==> src/rtl/vx_tcache_rsp_arb.sv <==
`default_nettype none
// ============================================================================
// Module      : vx_tcache_rsp_arb
// Description : Merges texture-cache responses from NUM_INPUTS sources into a
//               single response stream. A round-robin arbiter chooses one valid
//               source per cycle. The winner's response goes into a 2-entry
//               output FIFO. The source index is appended in the low bits of
//               the outgoing tag so the consumer can route the response back.
//
// Ports       : clk        - single clock; all state updates on rising edge
//               reset      - synchronous, active-high
//               in_valid   - [NUM_INPUTS]               per-source valid
//               in_tmask   - [NUM_INPUTS*NUM_REQS]      per-source lane mask
//               in_data    - [NUM_INPUTS*NUM_REQS*WW]   per-source lane data
//               in_tag     - [NUM_INPUTS*TAG_WIDTH]     per-source tag
//               in_ready   - [NUM_INPUTS]               per-source accept
//               rsp_valid  - merged response valid
//               rsp_tmask  - [NUM_REQS]                 merged lane mask
//               rsp_data   - [NUM_REQS*WW]              merged lane data
//               rsp_tag    - [TAG_WIDTH+LOG_IN]         {source tag, source idx}
//               rsp_ready  - downstream accept
//               stall_cnt  - [32] cycles with rsp_valid=1 and rsp_ready=0
//
// Revision    : 1.0 - initial release
// ============================================================================
module vx_tcache_rsp_arb #(
    parameter int NUM_INPUTS = 4,
    parameter int NUM_REQS   = 4,
    parameter int WORD_SIZE  = 4,
    parameter int TAG_WIDTH  = 8,
    localparam int LOG_IN    = $clog2(NUM_INPUTS),
    localparam int WW        = 8 * WORD_SIZE
) (
    input  logic                                 clk,
    input  logic                                 reset,

    input  logic [NUM_INPUTS-1:0]                in_valid,
    input  logic [NUM_INPUTS*NUM_REQS-1:0]       in_tmask,
    input  logic [NUM_INPUTS*NUM_REQS*WW-1:0]    in_data,
    input  logic [NUM_INPUTS*TAG_WIDTH-1:0]      in_tag,
    output logic [NUM_INPUTS-1:0]                in_ready,

    output logic                                 rsp_valid,
    output logic [NUM_REQS-1:0]                  rsp_tmask,
    output logic [NUM_REQS*WW-1:0]               rsp_data,
    output logic [TAG_WIDTH+LOG_IN-1:0]          rsp_tag,
    input  logic                                 rsp_ready,

    output logic [31:0]                          stall_cnt
);

    localparam int c_src_data_w = NUM_REQS * WW;
    localparam int c_out_tag_w  = TAG_WIDTH + LOG_IN;

    // ------------------------------------------------------------------------
    // Per-source views of the flattened input buses
    // ------------------------------------------------------------------------
    logic [NUM_REQS-1:0]     w_src_tmask [NUM_INPUTS];
    logic [c_src_data_w-1:0] w_src_data  [NUM_INPUTS];
    logic [TAG_WIDTH-1:0]    w_src_tag   [NUM_INPUTS];

    generate
        for (genvar i = 0; i < NUM_INPUTS; i++) begin : g_src
            assign w_src_tmask[i] = in_tmask[i*NUM_REQS +: NUM_REQS];
            assign w_src_data[i]  = in_data[i*c_src_data_w +: c_src_data_w];
            assign w_src_tag[i]   = in_tag[i*TAG_WIDTH +: TAG_WIDTH];
        end
    endgenerate

    // ------------------------------------------------------------------------
    // State
    // ------------------------------------------------------------------------
    logic [LOG_IN-1:0]       r_last_grant;
    logic [1:0]              r_count;
    logic                    r_wr_ptr;
    logic                    r_rd_ptr;
    logic [31:0]             r_stall_cnt;

    // Two-entry payload storage; the head entry drives the outputs directly.
    logic [NUM_REQS-1:0]     r_mem_tmask [2];
    logic [c_src_data_w-1:0] r_mem_data  [2];
    logic [c_out_tag_w-1:0]  r_mem_tag   [2];

    // ------------------------------------------------------------------------
    // Round-robin arbiter
    // The search starts one past the last accepted source and wraps. Only the
    // first valid candidate found is kept.
    // ------------------------------------------------------------------------
    logic                    w_any_valid;
    logic                    w_found;
    logic [LOG_IN-1:0]       w_cand;
    logic [LOG_IN-1:0]       w_grant;

    always_comb begin
        w_found = 1'b0;
        w_cand  = '0;
        w_grant = '0;
        for (int k = 1; k <= NUM_INPUTS; k++) begin
            w_cand = LOG_IN'((int'(r_last_grant) + k) % NUM_INPUTS);
            if (!w_found && in_valid[w_cand]) begin
                w_found = 1'b1;
                w_grant = w_cand;
            end
        end
    end

    assign w_any_valid = |in_valid;

    // ------------------------------------------------------------------------
    // Handshake decode
    // Fullness comes only from the registered count. As a result, in_ready
    // has no combinational path from rsp_ready. A pop in a full cycle frees
    // a slot one cycle later.
    // ------------------------------------------------------------------------
    logic                    w_full;
    logic                    w_push;
    logic                    w_pop;
    logic                    w_rsp_valid;

    assign w_full      = (r_count == 2'd2);
    assign w_push      = !reset && w_any_valid && !w_full;
    assign w_rsp_valid = !reset && (r_count != 2'd0);
    assign w_pop       = w_rsp_valid && rsp_ready;

    generate
        for (genvar i = 0; i < NUM_INPUTS; i++) begin : g_ready
            assign in_ready[i] = w_push && (w_grant == LOG_IN'(i));
        end
    endgenerate

    // ------------------------------------------------------------------------
    // Control registers
    // ------------------------------------------------------------------------
    always_ff @(posedge clk) begin
        if (reset) begin
            r_count      <= 2'd0;
            r_wr_ptr     <= 1'b0;
            r_rd_ptr     <= 1'b0;
            // Start just before source 0 so that source 0 wins first.
            r_last_grant <= LOG_IN'(NUM_INPUTS - 1);
            r_stall_cnt  <= 32'd0;
        end else begin
            if (w_push) begin
                r_wr_ptr     <= ~r_wr_ptr;
                r_last_grant <= w_grant;
            end
            if (w_pop) begin
                r_rd_ptr <= ~r_rd_ptr;
            end
            case ({w_push, w_pop})
                2'b10:   r_count <= r_count + 2'd1;
                2'b01:   r_count <= r_count - 2'd1;
                default: r_count <= r_count;
            endcase
            // Free-running wrap at 2^32-1 is intended.
            if (w_rsp_valid && !rsp_ready) begin
                r_stall_cnt <= r_stall_cnt + 32'd1;
            end
        end
    end

    // ------------------------------------------------------------------------
    // Payload storage (not reset; validity is tracked by r_count)
    // ------------------------------------------------------------------------
    always_ff @(posedge clk) begin
        if (w_push) begin
            r_mem_tmask[r_wr_ptr] <= w_src_tmask[w_grant];
            r_mem_data[r_wr_ptr]  <= w_src_data[w_grant];
            r_mem_tag[r_wr_ptr]   <= {w_src_tag[w_grant], w_grant};
        end
    end

    // ------------------------------------------------------------------------
    // Outputs
    // ------------------------------------------------------------------------
    assign rsp_valid = w_rsp_valid;
    assign rsp_tmask = r_mem_tmask[r_rd_ptr];
    assign rsp_data  = r_mem_data[r_rd_ptr];
    assign rsp_tag   = r_mem_tag[r_rd_ptr];
    assign stall_cnt = r_stall_cnt;

endmodule
`default_nettype wire

==> config.mk <==
export PLATFORM = sky130hd
export DESIGN_NAME = vx_tcache_rsp_arb
export DESIGN_NICKNAME = d
export VERILOG_FILES = /design/src/rtl/vx_tcache_rsp_arb.sv
export SDC_FILE = /design/constraint.sdc
export NUM_CORES = 1
export LEC_CHECK = 0
export BUFFER_PORTS_ARGS = -buffer_cell sky130_fd_sc_hd__buf_4
export CAP_MARGIN = 10
export CELL_PAD_IN_SITES_DETAIL_PLACEMENT = 0
export CELL_PAD_IN_SITES_GLOBAL_PLACEMENT = 1
export CORE_AREA = 5 5 290 292
export DETAILED_ROUTE_END_ITERATION = 16
export DIE_AREA = 0 0 295 297
export GPL_TIMING_DRIVEN = 0
export PLACE_DENSITY = 0.55
export RECOVER_POWER = 25
export SYNTH_ARGS = -nofsm -noshare
export SYNTH_HDL_FRONTEND = slang
export SYNTH_SLANG_ARGS = --single-unit
==> constraint.sdc <==
create_clock -name clk -period 24.4 [get_ports clk]
set_input_delay 4.88 -clock clk [delete_from_list [all_inputs] [get_ports clk]]
set_output_delay 4.88 -clock clk [all_outputs]
set_load 0.1 [all_outputs]
# ---- Word-level counts from Yosys, hierarchy flattened
# Memories as Yosys holds them, arrays and structs flattened. A register that Yosys moved wholly into a read port is not among the register bits.
# Index checks and enable logic that the tools add are counted.
dict set report totals {
  ff_bits 38
  ramBits 284
  in_bits 567
  output_inout_bits 179
  word_cells 84
  mem_count 3
}
# name depth width rd rd_ports_with_merged_regs wr line
set mem_list {}
lappend mem_list {r_mem_data 2 128 1 1 1 81} ;# logic [c_src_data_w-1:0] r_mem_data [2];
lappend mem_list {r_mem_tag 2 10 1 1 1 82} ;# logic [c_out_tag_w-1:0] r_mem_tag [2];
lappend mem_list {r_mem_tmask 2 4 1 1 1 80} ;# logic [NUM_REQS-1:0] r_mem_tmask [2];
dict set report op_classes {
  addsub 7
  n_lt_le_gt_ge 5
  eq_ne 6
  muxes 33
  n_bitwise 3
  reduce_logical 22
}
# operator n
set ops {}
lappend ops {{128-bit binary-select mux with 2-bit select} 1}
lappend ops {{128-bit two-way mux} 2}
lappend ops {{32-bit by 1-bit adder with 32-bit output, second input constant} 1}
lappend ops {{8-bit binary-select mux with 2-bit select} 1}
lappend ops {{8-bit two-way mux} 2}
lappend ops {{1-bit two-way mux} 15}
lappend ops {{1-bit logical AND} 12}
lappend ops {{2-bit by 3-bit less-than comparator with 1-bit output, second input constant} 4}
lappend ops {{1-bit binary-select mux with 2-bit select} 4}
lappend ops {{4-bit binary-select mux with 2-bit select} 1}
lappend ops {{2-bit equality test, second input constant} 4}
lappend ops {{2-bit two-way mux} 4}
lappend ops {{4-bit two-way mux} 2}
lappend ops {{2-bit by 1-bit adder with 2-bit output, second input constant} 3}
lappend ops {{1-bit logical NOT} 6}
lappend ops {{2-bit adder, second input constant} 2}
lappend ops {{2-bit by 1-bit equality test with 1-bit output, second input constant} 2}
lappend ops {{2-bit case mux with 2 select lines} 1}
lappend ops {{2-bit nonzero test} 2}
lappend ops {{4-bit OR reduction} 1}
lappend ops {{3-bit greater-or-equal comparator, second input constant} 1}
lappend ops {{2-bit NOT with 3-bit output} 1}
lappend ops {{2-bit logical NOT} 1}
lappend ops {{1-bit NOT} 2}
lappend ops {{2-bit by 1-bit subtractor with 2-bit output, second input constant} 1}

# ---- Depth between registers and ports, before layout
dict set report depth {
  word_depth 17
  depth_mapped 8
  ltp_nobuf 7
}

# ---- Worst setup path after synthesis
# No wires, ideal clock.
dict set report synth_timing {
  kind {input port to flip-flop}
  startpoint {input in_valid[1]}
  endpoint {memory r_mem_data[0][0] (netlist name) (enable)}
  setup_time_ps 646
  arrival_ps 11599
  required_ps 23754
  slack_ps 12155
  stages 4
  path_buffers 0
  cell_sequence {nor2_1 -> a221oi_1 -> inv_1 -> nor2_1}
}
dict set report synth_between {
  elab_chain_cells 5
}
# item line
set synth_rtl {}
lappend synth_rtl {{start: declaration} 37} ;# input logic [NUM_INPUTS-1:0] in_valid,
lappend synth_rtl {{4-bit OR reduction} 107} ;# assign w_any_valid = |in_valid;
lappend synth_rtl {{1-bit logical AND (2 in a row)} 121} ;# assign w_push = !reset && w_any_valid && !w_full;
lappend synth_rtl {{1-bit two-way mux} 166} ;# if (w_push) begin
lappend synth_rtl {{1-bit two-way mux (implied by the code)} 168} ;# r_mem_data[r_wr_ptr] <= w_src_data[w_grant];
lappend synth_rtl {{end: declaration} 81}
# Every way passes these cells.

# ---- Worst setup path after layout
dict set report layout_timing {
  startpoint {input in_valid[1]}
  endpoint {output in_ready[3]}
}
dict set report layout_between {
  elab_chain_cells 14
  word_cells_on_any_way 26
  classes_between {1 x eq/ne; 15 x mux; 10 x reduce/logical}
}
# item line
set layout_rtl {}
lappend layout_rtl {{1-bit binary-select mux with 2-bit select} 100} ;# if (!w_found && in_valid[w_cand]) begin
lappend layout_rtl {{1-bit two-way mux (implied by the code)} 100}
lappend layout_rtl {{1-bit two-way mux} 100}
lappend layout_rtl {{1-bit logical NOT} 100}
lappend layout_rtl {{1-bit logical AND} 100}
lappend layout_rtl {{1-bit two-way mux} 100}
lappend layout_rtl {{1-bit logical NOT} 100}
lappend layout_rtl {{1-bit logical AND} 100}
lappend layout_rtl {{1-bit two-way mux} 100}
lappend layout_rtl {{1-bit logical NOT} 100}
lappend layout_rtl {{1-bit logical AND} 100}
lappend layout_rtl {{2-bit two-way mux (*)} 100}
lappend layout_rtl {{named net w_grant[1]} 92} ;# logic [LOG_IN-1:0] w_grant;
lappend layout_rtl {{2-bit equality test (*)} 127} ;# assign in_ready[i] = w_push && (w_grant == LOG_IN'(i));
lappend layout_rtl {{1-bit logical AND (*)} 127}
lappend layout_rtl {{end: declaration} 41} ;# output logic [NUM_INPUTS-1:0] in_ready,
# The timed path passes the listed nets; every way through them passes the cells marked *. The select of a mux whose other input is x is not followed.

==> metrics.md <==
| Metric | Value |
|---|---|
| Clk network pwr share | 21.7% |
| Worst EP required | 19,520 ps |
| Leakage power | 0.00943 µW |
| YS warnings | 0 |
| Fmax | 77.8 MHz |
| Combinational Power Share | 49.5% |
| Iter 0 DRT Violations | 1,044 |
| CTS Hold Buffers Added | 0 |
| Met3 wire length | 7270 µm |
| Distinct cell type count after synthesis | 36 |
| Row count | 105 |
| Slew HR | -126% |
| EDFF count, synth | 284 |
| Clock latency at the later pin of the worst-skew pair | 560 ps |
| Nets | 2,832 |
| PostCTS Resize Cnt | 0 |
| Number of max-cap violations | 4 |
| Largest net degree at the start of global routing | 52 |
| Avg WL per Cell | about 24 µm |
| Outcome | finished, violations left |
| DR vias/cell | ~4.5 |
| Switching power total | 1270 µW |
| GP Congestion | approximately 0.97 |
| RSZ-0062 raised after global routing | false |
| Initial antenna violation count | 13 |
| CP Max Fanout | 11 |
| Cells along the critical path | clkbuf_1 > nor2_1 > and3b_1 > nor3_1 > clkbuf_1 > clkbuf_1 > nand2_1 > nor2_1 > buf_4 |
| Setup repair bufs after CTS | 0 |
| Post-route minimum period | 12,850 ps |
| Cts bufs inserted | 41 |
| Int Pwr | between 1000 and 1500 µW |
| Worst path most repeated cell | clkbuf_1 |
| Routed met1 length | 30,600 µm |
| Synth Flop Type | edfxtp_1 |
| Max Root-Sink Buffers | 3 |
| Dpl hpwl | 64,000 µm |
| Die area | 0.0876 mm² |
| Sequential power share | 28.8% |
| Worst IR Drop VDD | roughly 0.042 mV |
| CP max-delay cell | clkbuf_1 |
| Crit. End Element | primary output |
| Critical path class | in2out |
| Post-synth ARST share | 0% |
| Critical path arrival | 7970 ps |
| Routed via count | 15,300 |
| Detail Route Antenna Nets | 0 |
| Core Util, Final | roughly 30% |
| Worst setup SP type | primary input |
| Cell family with the largest share of critical-path delay | buffers and inverters |
| Syn_nets | between 2,000 and 2,500 |
| Place WS | 12,130 ps |
| Vias in the first global route | 16,100 |
| DRC errors left | 0 |
| Syn Inst Count | 1,467 |
| Area growth, synth to finish | 51.3% |
| CP max stage delay | 810 ps |
| # IOs | roughly 750 |
| Synthesis-stage register bit count | 323 |
| Top Metal Used | met5 |
| Mapped Area | 0.0160 mm² |
| Pre-antenna DRT Iters | 7 |
| Worst path bufs/invs | 4 |
| Routed wire length on met2 | between 40,000 and 50,000 µm |
| Clock root cell | clkbuf_16 |
| Routed WL | 80,900 µm |
| Grt ovf | 0 |
| Worst Tran Pin Value | 3390 ps |
| Total GRT Usage | 17.3% |
| Final hold violations | 0 |
| Syn avg cell area | 10.9 µm² |
| FILL cells | about 8,500 |
| Initial Util | 19.6% |
| Final hold slack | 521 ps |
| Setup TNS Final | 0 ps |
| Port Buffers | 745 |
| Failing checks | capacitance limit, slew limit |
| Die H | approximately 300 µm |
| Hold Path Class | reg2reg |
| Final Max Tran Viols | 166 |
| PnR worst setup slack | 11,550 ps |
| Power per Cell Area | ~110 mW/mm² |
| Net Sw Frac | 47.1% |
| Crit share post-route | roughly 53% |
| CTS tree | built |
| Wire length of the first global-routing pass | 112,000 µm |
| H-tree depth | 2 |
| Reg clk slew, reported paths | ~60 ps |
| Clock sinks | 323 |
| Die Width | 295 µm |
| Final Setup Violations | 0 |
| Post-synthesis sequential area ratio | 58.3% |
| Layout cells sized above 1 | approximately two fifths |
| Core ar. | 0.0813 mm² |
| Clk_skew | 12.7 ps |
[state kept, by name (all words and copies together), names as in the netlist, named ones only]
| register | flops |
|---|---|
| r_mem_tmask | 8 |
| r_wr_ptr | 1 |
| r_last_grant | 2 |
| r_rd_ptr | 1 |
| r_mem_data | 256 |
| r_count | 2 |
| stall_cnt | 32 |
| r_mem_tag | 20 |
[Yosys cell counts, types with 4 or more instances]
cell type  count  area (µm²)
buf_1         13        48.8
or3_1          7        43.8
inv_1          8        30.0
clkbuf_1      95         357
nor3_1         8        40.0
nand3_1        9        45.0
a32oi_1      140        1230
xnor2_1       20         175
nand2b_1       6        37.5
and4_1         6        52.6
a21oi_1      148         741
dfxtp_1       39         781
nand2_1      433        1630
mux2_2       142        1600
xor2_1         8        70.1
buf_2          7        35.0
and3_1         4        25.0
nor2_1        44         165
edfxtp_1     284        8530
o21ai_0       11        55.1
nand4_1       11        68.8
[worst paths after layout]
| path | from | endpoint | slack (ps) | depth (start not counted) |
|---|---|---|---|---|
| max | in_valid[1] | in_ready[3] | 11550 | 9 |
| min | r_rd_ptr | flip-flop | 520 | 2 |
| max reg2reg | r_count[0] | r_mem_data[1][94] | 17650 | 4 |
| min reg2reg | r_rd_ptr | flip-flop | 520 | 2 |
[stage by stage]
step | power, µW | cells | cell area [µm²]
CTS | 2750 | 3358 | 24400
detailed placement | 2150 | 3290 | 23100
floorplan | 1700 | 1467 | 16000
global route | 2820 | 3360 | 24100
global placement | 2150 | 3282 | 22900
finish | 2710 | 3369 | 24200
[cell usage in the layout (no fill, tap or decap), drive strengths merged, types with 2 or more instances in the layout]
cell	n
buf	731
nand2	433
edfxtp	284
clkbuf	185
a21oi	148
mux2	142
a32oi	140
nor2	44
dfxtp	39
xnor2	20
inv	14
clkinv	12
diode	11
o21ai	11
nand4	11
nand3	9
nor3	9
xor2	8
or3	7
nand2b	6
and4	6
nor4	6
and3	4
bufinv	4
and3b	3
and2	3
ha	2
[power by group through the flow]
stage	combinational, µW	sequential (µW)	clock, µW
finish	1340	779	587
global route	1410	787	628
CTS	1360	778	608
detailed placement	1360	789	0
global placement	1340	806	0
floorplan	904	796	0
[metal layers]
| layer | global-route usage, % | vias to the layer above |
|---|---|---|
| li1 | - | 7052 |
| met1 | 19.8 | 7469 |
| met2 | 31.2 | 688 |
| met3 | 5.76 | 92 |
| met4 | 3.85 | 6 |
| met5 | 0 | - |
[cell families after synthesis]
family / after synthesis / share of synthesized area, %
fa+ha+maj: 2 / 0.157
buf+inv: 126 / 3.06
mux: 142 / 10.0
compound gates: 303 / 12.9
simple gates: 543 / 14.0
xor+xnor: 28 / 1.54
flops: 323 / 58.3
[area by class of cell]
class / instances / area (µm²) / share of cell area (%)
inverters: 10 / 37.5 / 0.155
well taps: 1070 / 1340 / 5.54
multi-input cells: 1018 / 6140 / 25.4
diodes: 11 / 27.5 / 0.114
clock inverters: 21 / 233 / 0.963
clock buffers: 47 / 1050 / 4.34
repair buffers: 753 / 5590 / 23.1
plain buffers: 116 / 442 / 1.83
flip-flops and latches: 323 / 9310 / 38.5
[worst register-to-register path: cells and delay by family, from the launching register on]
family	cells	cell delay, ps
AOI/OAI and AO/OA	1	840
buffers and inverters	2	2380
and+or+nand+nor	1	2530
DFF	1	420
No activity file was read; power rests on OpenSTA's default activity.
